==> config.mk <==
export PLATFORM = sky130hd
export DESIGN_NAME = uart_echo_top
export DESIGN_NICKNAME = d
export VERILOG_FILES = /design/src/rtl/uart_pkg.sv /design/src/rtl/uart_tx.sv /design/src/rtl/uart_echo_top.sv
export SDC_FILE = /design/constraint.sdc
export NUM_CORES = 1
export LEC_CHECK = 0
export CORE_UTILIZATION = 61
export CTS_CLUSTER_DIAMETER = 30
export DETAILED_ROUTE_END_ITERATION = 10
export HOLD_SLACK_MARGIN = 0.02
export PLACE_DENSITY = 0.79
export SYNTH_ARGS = -nofsm -noshare
export SYNTH_HDL_FRONTEND = slang
export SYNTH_SLANG_ARGS = --single-unit
==> constraint.sdc <==
create_clock -name clk -period 5.35 [get_ports clk]
set_clock_uncertainty 0.1 [all_clocks]
set_input_delay 0.8025 -clock clk [delete_from_list [all_inputs] [get_ports clk]]
set_output_delay 0.8025 -clock clk [all_outputs]
set_load 0.01 [all_outputs]
==> src/rtl/uart_pkg.sv <==
// Shared types and timing helpers for the UART echo block.
package uart_pkg;

    typedef enum logic [1:0] {
        RX_IDLE  = 2'd0,
        RX_START = 2'd1,
        RX_DATA  = 2'd2,
        RX_STOP  = 2'd3
    } rx_state_t;

    typedef enum logic [1:0] {
        TX_IDLE  = 2'd0,
        TX_START = 2'd1,
        TX_DATA  = 2'd2,
        TX_STOP  = 2'd3
    } tx_state_t;

    // Clocks per bit, integer division.
    function automatic int baud_ticks(input int clk_hz, input int bit_rate);
        return clk_hz / bit_rate;
    endfunction

    // Width needed to index/count n values; never narrower than one bit.
    function automatic int idx_width(input int n);
        return (n > 1) ? $clog2(n) : 1;
    endfunction

endpackage

==> src/rtl/uart_tx.sv <==
// 8N1-style serial transmitter. The line is driven straight from a flop.
//
// state    | meaning
// TX_IDLE  | line high, waiting for tx_load
// TX_START | start bit (low) for one bit time
// TX_DATA  | payload bits, LSB first
// TX_STOP  | stop bit(s) high
module uart_tx
    import uart_pkg::*;
#(
    parameter int CLK_HZ       = 50_000_000,
    parameter int BIT_RATE     = 9600,
    parameter int PAYLOAD_BITS = 8,
    parameter int STOP_BITS    = 1
) (
    input  logic                    clk,
    input  logic                    resetn,
    input  logic [PAYLOAD_BITS-1:0] tx_data,
    input  logic                    tx_load,
    output logic                    tx_busy,
    output logic                    uart_txd
);

    localparam int BAUD_TICKS = baud_ticks(CLK_HZ, BIT_RATE);
    localparam int CNT_W      = idx_width(BAUD_TICKS);
    localparam int BIT_W      = idx_width(PAYLOAD_BITS);
    localparam int STOP_W     = idx_width(STOP_BITS);
    localparam logic [CNT_W-1:0]  BAUD_LAST = CNT_W'(BAUD_TICKS - 1);
    localparam logic [BIT_W-1:0]  BIT_LAST  = BIT_W'(PAYLOAD_BITS - 1);
    localparam logic [STOP_W-1:0] STOP_LAST = STOP_W'(STOP_BITS - 1);

    tx_state_t                 state, state_nxt;
    logic [CNT_W-1:0]          cnt;
    logic [BIT_W-1:0]          bit_idx;
    logic [STOP_W-1:0]         stop_idx;
    logic [PAYLOAD_BITS-1:0]   shreg;
    logic                      tick;
    logic                      txd_nxt;

    assign tick = (cnt == '0);

    // State register.
    always_ff @(posedge clk or negedge resetn) begin
        if (!resetn) state <= TX_IDLE;
        else         state <= state_nxt;
    end

    // Next-state decode; each phase ends on the bit-timer terminal count.
    always_comb begin
        state_nxt = state;
        case (state)
            TX_IDLE:  if (tx_load) state_nxt = TX_START;
            TX_START: if (tick) state_nxt = TX_DATA;
            TX_DATA:  if (tick && bit_idx == BIT_LAST) state_nxt = TX_STOP;
            TX_STOP:  if (tick && stop_idx == STOP_LAST) state_nxt = TX_IDLE;
            default:  state_nxt = TX_IDLE;
        endcase
    end

    // Output decode: busy flag and the line level for the next bit.
    always_comb begin
        tx_busy = (state != TX_IDLE);
        txd_nxt = uart_txd;
        case (state)
            TX_IDLE:  txd_nxt = !tx_load;
            TX_START: if (tick) txd_nxt = shreg[0];
            TX_DATA:  if (tick) txd_nxt = (bit_idx == BIT_LAST) ? 1'b1 : shreg[0];
            TX_STOP:  txd_nxt = 1'b1;
            default:  txd_nxt = 1'b1;
        endcase
    end

    // Bit timer, shift register and registered line driver.
    always_ff @(posedge clk or negedge resetn) begin
        if (!resetn) begin
            cnt      <= '0;
            bit_idx  <= '0;
            stop_idx <= '0;
            shreg    <= '0;
            uart_txd <= 1'b1;
        end else begin
            uart_txd <= txd_nxt;
            case (state)
                TX_IDLE: begin
                    if (tx_load) begin
                        shreg <= tx_data;
                        cnt   <= BAUD_LAST;
                    end
                end
                TX_START: begin
                    if (tick) begin
                        shreg   <= shreg >> 1;
                        cnt     <= BAUD_LAST;
                        bit_idx <= '0;
                    end else begin
                        cnt <= cnt - 1'b1;
                    end
                end
                TX_DATA: begin
                    if (tick) begin
                        cnt <= BAUD_LAST;
                        if (bit_idx == BIT_LAST) begin
                            stop_idx <= '0;
                        end else begin
                            shreg   <= shreg >> 1;
                            bit_idx <= bit_idx + 1'b1;
                        end
                    end else begin
                        cnt <= cnt - 1'b1;
                    end
                end
                TX_STOP: begin
                    if (tick) begin
                        if (stop_idx != STOP_LAST) begin
                            stop_idx <= stop_idx + 1'b1;
                            cnt      <= BAUD_LAST;
                        end
                    end else begin
                        cnt <= cnt - 1'b1;
                    end
                end
                default: cnt <= '0;
            endcase
        end
    end

endmodule

==> src/rtl/uart_echo_top.sv <==
// UART loopback: receive frames on uart_rxd, echo them on uart_txd,
// show the last good byte on led_out. Optional macro UART_FRAMING_CHECK_EN
// discards frames whose stop-bit samples are low.
//
// state    | meaning
// RX_IDLE  | waiting for a falling edge on the synchronized line
// RX_START | half-bit wait, then confirm the start bit is still low
// RX_DATA  | mid-bit sampling of the payload, LSB first
// RX_STOP  | mid-bit stop sample(s), then half-bit tail to frame end
module uart_echo_top
    import uart_pkg::*;
#(
    parameter int CLK_HZ       = 50_000_000,
    parameter int BIT_RATE     = 9600,
    parameter int PAYLOAD_BITS = 8,
    parameter int STOP_BITS    = 1
) (
    input  logic                    clk,
    input  logic                    resetn,
    input  logic                    uart_rxd,
    output logic                    uart_txd,
    output logic [PAYLOAD_BITS-1:0] led_out
);

    localparam int BAUD_TICKS = baud_ticks(CLK_HZ, BIT_RATE);
    localparam int HALF_TICKS = BAUD_TICKS / 2;
    localparam int CNT_W      = idx_width(BAUD_TICKS);
    localparam int BIT_W      = idx_width(PAYLOAD_BITS);
    localparam int STOP_W     = idx_width(STOP_BITS);
    localparam logic [CNT_W-1:0]  BAUD_LAST = CNT_W'(BAUD_TICKS - 1);
    localparam logic [CNT_W-1:0]  HALF_LAST = CNT_W'(HALF_TICKS - 1);
    localparam logic [BIT_W-1:0]  BIT_LAST  = BIT_W'(PAYLOAD_BITS - 1);
    localparam logic [STOP_W-1:0] STOP_LAST = STOP_W'(STOP_BITS - 1);

    logic                    rx_s1, rx_s2, rx_prev, rx_fall;
    rx_state_t               rx_state, rx_state_nxt;
    logic [CNT_W-1:0]        rx_cnt;
    logic [BIT_W-1:0]        rx_bit_idx;
    logic [STOP_W-1:0]       rx_stop_idx;
    logic                    rx_tail;
    logic [PAYLOAD_BITS-1:0] rx_shreg;
    logic                    rx_tick, rx_done_ok, rx_valid, rx_break;
`ifdef UART_FRAMING_CHECK_EN
    logic                    rx_ferr;
`endif
    logic                    hold_full;
    logic [PAYLOAD_BITS-1:0] hold_data;
    logic                    tx_load, tx_busy;
    logic [PAYLOAD_BITS-1:0] tx_data;

    // Two-flop synchronizer plus a delayed copy for edge detection; idle high.
    always_ff @(posedge clk or negedge resetn) begin
        if (!resetn) begin
            rx_s1   <= 1'b1;
            rx_s2   <= 1'b1;
            rx_prev <= 1'b1;
        end else begin
            rx_s1   <= uart_rxd;
            rx_s2   <= rx_s1;
            rx_prev <= rx_s2;
        end
    end

    assign rx_fall = rx_prev & ~rx_s2;
    assign rx_tick = (rx_cnt == '0);

    // RX state register.
    always_ff @(posedge clk or negedge resetn) begin
        if (!resetn) rx_state <= RX_IDLE;
        else         rx_state <= rx_state_nxt;
    end

    // RX next-state decode; a start bit that is high again at mid-bit is a glitch.
    always_comb begin
        rx_state_nxt = rx_state;
        case (rx_state)
            RX_IDLE:  if (rx_fall) rx_state_nxt = RX_START;
            RX_START: if (rx_tick) rx_state_nxt = rx_s2 ? RX_IDLE : RX_DATA;
            RX_DATA:  if (rx_tick && rx_bit_idx == BIT_LAST) rx_state_nxt = RX_STOP;
            RX_STOP:  if (rx_tick && rx_tail) rx_state_nxt = RX_IDLE;
            default:  rx_state_nxt = RX_IDLE;
        endcase
    end

    // RX output decode: frame completion, gated by the framing check when enabled.
    always_comb begin
        rx_done_ok = (rx_state == RX_STOP) && rx_tick && rx_tail;
`ifdef UART_FRAMING_CHECK_EN
        if (rx_ferr) rx_done_ok = 1'b0;
`endif
    end

    // RX bit timer, sampling shift register and completion pulse.
    always_ff @(posedge clk or negedge resetn) begin
        if (!resetn) begin
            rx_cnt      <= '0;
            rx_bit_idx  <= '0;
            rx_stop_idx <= '0;
            rx_tail     <= 1'b0;
            rx_shreg    <= '0;
            rx_valid    <= 1'b0;
`ifdef UART_FRAMING_CHECK_EN
            rx_ferr     <= 1'b0;
`endif
        end else begin
            rx_valid <= rx_done_ok;
            case (rx_state)
                RX_IDLE: begin
                    if (rx_fall) rx_cnt <= HALF_LAST;
                end
                RX_START: begin
                    if (rx_tick) begin
                        rx_cnt     <= BAUD_LAST;
                        rx_bit_idx <= '0;
`ifdef UART_FRAMING_CHECK_EN
                        rx_ferr    <= 1'b0;
`endif
                    end else begin
                        rx_cnt <= rx_cnt - 1'b1;
                    end
                end
                RX_DATA: begin
                    if (rx_tick) begin
                        rx_shreg    <= PAYLOAD_BITS'({rx_s2, rx_shreg} >> 1);
                        rx_bit_idx  <= rx_bit_idx + 1'b1;
                        rx_cnt      <= BAUD_LAST;
                        rx_stop_idx <= '0;
                        rx_tail     <= 1'b0;
                    end else begin
                        rx_cnt <= rx_cnt - 1'b1;
                    end
                end
                RX_STOP: begin
                    if (rx_tick) begin
                        if (rx_tail) begin
                            rx_tail <= 1'b0;
                        end else begin
`ifdef UART_FRAMING_CHECK_EN
                            if (!rx_s2) rx_ferr <= 1'b1;
`endif
                            if (rx_stop_idx == STOP_LAST) begin
                                rx_tail <= 1'b1;
                                rx_cnt  <= HALF_LAST;
                            end else begin
                                rx_stop_idx <= rx_stop_idx + 1'b1;
                                rx_cnt      <= BAUD_LAST;
                            end
                        end
                    end else begin
                        rx_cnt <= rx_cnt - 1'b1;
                    end
                end
                default: rx_cnt <= '0;
            endcase
        end
    end

    // rx_break flags a received 0x00; it is always a subset of rx_valid.
    assign rx_break = rx_valid && (rx_shreg == '0);

    // Older byte in the holding buffer always goes to TX first.
    assign tx_load = !tx_busy && (hold_full || rx_valid);
    assign tx_data = hold_full ? hold_data : rx_shreg;

    // LED register and one-entry holding buffer for bytes arriving while TX is busy.
    always_ff @(posedge clk or negedge resetn) begin
        if (!resetn) begin
            led_out   <= '0;
            hold_full <= 1'b0;
            hold_data <= '0;
        end else begin
            if (rx_valid || rx_break) led_out <= rx_shreg;
            if (hold_full && !tx_busy) begin
                if (rx_valid) hold_data <= rx_shreg;
                else          hold_full <= 1'b0;
            end else if (rx_valid && tx_busy && !hold_full) begin
                hold_data <= rx_shreg;
                hold_full <= 1'b1;
            end
        end
    end

    uart_tx #(
        .CLK_HZ       (CLK_HZ),
        .BIT_RATE     (BIT_RATE),
        .PAYLOAD_BITS (PAYLOAD_BITS),
        .STOP_BITS    (STOP_BITS)
    ) u_tx (
        .clk      (clk),
        .resetn   (resetn),
        .tx_data  (tx_data),
        .tx_load  (tx_load),
        .tx_busy  (tx_busy),
        .uart_txd (uart_txd)
    );

endmodule

==> results.md <==
- Actual slew at the worst max-slew pin: 1.20 ns
- Yosys cell types: 54
- Wire per inst: roughly 16 um
- Num CTS Buffers: 9
- Crit start category: flop
- CTS Hold Bufs: 0
- Slew HR: 0.191
- Synth-to-Final Area Change: 8.73%
- Min-Delay Path Depth: 0
- Largest net degree at the start of global routing: 76
- Row count: 28
- Vias in the first global route: 2741
- Critical path capture point type: flop
- Hold EP: rx_s2$_DFF_PN1_
- Final #Nets: just over 400
- Reg2reg path depth: 5
- Post-synth EDFFs: 0
- Initial Util: 0.646
- Clock Sinks: 75
- Max VDD drop: 449 uV
- H-Tree Depth: 3
- Commonest non-fill, non-tap cell in the layout: dfrtp_1
- GP Congestion: 0.947
- Max Clk Rate: 332 MHz
- Gr ovfl total: 0
- All-Layer GR Usage: 0.245
- Pleak: 1.92 nW
- Setup tns final: 0 ns
- Initial antenna violation count: 0
- Post-synthesis cell count: 374
- Die Span Y: about 82 um
- Synth Warn #: 0
- Detailed Place HPWL: 5.04 mm
- Total vias in the final route: about 2900
- Post-Syn Nets: 393
- R2R setup slack: 2.34 ns
- First-pass GRT wire length: 12.5 mm
- CP arrival: 3.17 ns
- CTS tree: built
- Slowest cell on crit path: o21ai_1
- Pre-CTS WS: 2.43 ns
- CTS root buf: clkbuf_8
- CP peak stage delay: around 1.1 ns
- Final Hold Vio Count: 0
- DP Cell Count: 448
- Post-synth ARST share: 1.00
- DR vias/cell: 6.23
- Unrepaired setup endpoints after global routing: no
- Hold Crit Class: reg2reg
- Reg2reg start: rx_cnt[4]$_DFFE_PN0P_
- Worst-path clk slew: 0.08 ns
- Worst setup path class: reg2reg
- Max Buffers Root-to-Sink: 2
- Worst Hold Launch: rx_s1$_DFF_PN1_
- Commonest cells after routing, fill and taps aside: dfrtp_1, nor2_1, o21ai_0
- Core area: between 6000 and 7000 um2
- Syn avg cell area: 10.5 um2
- FF+latch count, synth: 75
- Quantity of gates resized following cts: 0
- Buf+Inv Stages, Crit Path: 0
- # IOs: 12
- Critical path cell sequence: nor4_1 > nand4_1 > o21ai_1 > nor2_1 > a22oi_1
- WL final: 7.40 mm
- WP depth: 5
- RR Endpoint: rx_cnt[0]$_DFFE_PN0P_
- Synthesized cell area: 3910 um2
- Top_reg_cell synth: dfrtp_1
- Tcrit/Tclk final: 0.562
- ANT cells: 0
- DR DRC count: 0
- Pwr Total: 2.02 mW
- Finished Layout Cells: 464
- Worst-path maximum fanout: 18
- Critical path's top delay family: compound AO/OA/AOI/OAI gates
- Run status: finished clean
- Post-CTS Setup Bufs: 0
- Detailed router's first-iteration violation count: about 150
- Die X: 82.1 um
- Clock insertion delay at the later pin of the skew report: 0.35 ns
- Post-synth top area share: 0.454
- Min Tclk post-route: 3.01 ns
- WP data required: 5.51 ns
- Max-capacitance violation count: 0
- Seq/Total Area, Yosys: 0.481
- Routed Antenna Nets: 0
- Fin worst setup slack: 2.34 ns
- Ranking of synthesized cells by area: dfrtp_1, mux2_2, ha_1, o21ai_0, nor2_1
- Setup-failing EPs final: 0
- Port Buffers: 11
- Slew Viols, Final: 0
- Power density over the cells: ~470 nW/um2
- Share of cells above drive strength 1: 0.177
- Die area: between 6000 and 7000 um2
- Synth area leader: dfrtp_1
- TritonRoute pass-1 iters: 4
[cell families after synthesis]
group / share of synthesized area
mux: 0.131
xor+xnor: 0.0157
buf+inv: 0.0307
flops: 0.481
fa+ha+maj: 0.0537
compound gates: 0.143
simple gates: 0.145
[where the power goes]
part / leakage [nW] / total (mW) / internal (mW) / switching, mW
clock network: 0.0947 / 0.420 / 0.180 / 0.240
logic: 0.840 / 0.843 / 0.338 / 0.506
registers: 0.982 / 0.753 / 0.660 / 0.0927
total: 1.92 / 2.02 / 1.18 / 0.838
[how the worst max path moves through the flow]
stage / endpoint / start
floorplan: u_tx.state[1]$_DFFE_PN0P_ / u_tx.cnt[0]$_DFFE_PN0P_
global placement: rx_cnt[4]$_DFFE_PN0P_ / rx_cnt[4]$_DFFE_PN0P_
detailed placement: rx_cnt[2]$_DFFE_PN0P_ / rx_cnt[4]$_DFFE_PN0P_
CTS: rx_cnt[2]$_DFFE_PN0P_ / rx_cnt[4]$_DFFE_PN0P_
global route: rx_cnt[8]$_DFFE_PN0P_ / rx_cnt[4]$_DFFE_PN0P_
finish: rx_cnt[0]$_DFFE_PN0P_ / rx_cnt[4]$_DFFE_PN0P_
[layout make-up]
type	instances	area, um2
Inverter	17	63.8
Fill cell	434	1810
Clock inverter	7	65.1
Sequential cell	75	1880
Timing Repair Buffer	12	115
Tap cell	75	93.8
Multi-Input combinational cell	269	1910
Clock buffer	9	124
[stage by stage]
step,cell area [um2],util,hold WS [ns]
after floorplan,3910,-,0.245
after global routing,4250,0.702,0.251
after CTS,4250,0.702,0.261
after global placement,4070,0.671,0.246
final,4250,0.702,0.259
after detailed placement,4070,0.671,0.251
[cell usage after synthesis (2+ instances only)]
master,number
a211o_1,3
a211oi_1,4
a21o_1,2
a21oi_1,16
a22o_1,3
a22oi_1,3
a2bb2oi_1,2
a31o_2,3
clkbuf_1,11
dfrtp_1,71
dfstp_2,4
ha_1,16
inv_1,17
mux2_2,25
mux2_4,8
mux2i_1,11
nand2_1,26
nand3_1,5
nand4_1,3
nor2_1,38
nor3_1,12
nor4_1,8
o21a_1,2
o21ai_0,32
o22a_1,3
o31ai_1,2
o32a_1,3
or2_2,2
or3_1,3
or3_2,2
or3b_2,2
or4_1,4
or4_4,2
xnor2_1,6
[layer usage]
metal | routed length, um | track usage | part of all wire | vias to the layer above
met5 | 0 | 0 | 0 | -
met4 | 109 | 0.0965 | 0.015 | 0
met3 | 346 | 0.0511 | 0.047 | 8
met2 | 3400 | 0.380 | 0.46 | 81
met1 | 3550 | 0.337 | 0.48 | 1425
li1 | - | - | - | 1379
[registers in the layout, summed over array words and instances (netlist names), 2 cells and up, named ones only]
name,flops
rx_bit_idx,3
u_tx.bit_idx,3
u_tx.state,2
led_out,8
rx_shreg,8
hold_data,8
u_tx.cnt,13
rx_cnt,13
u_tx.shreg,8
(Power assumes the default switching activity.)
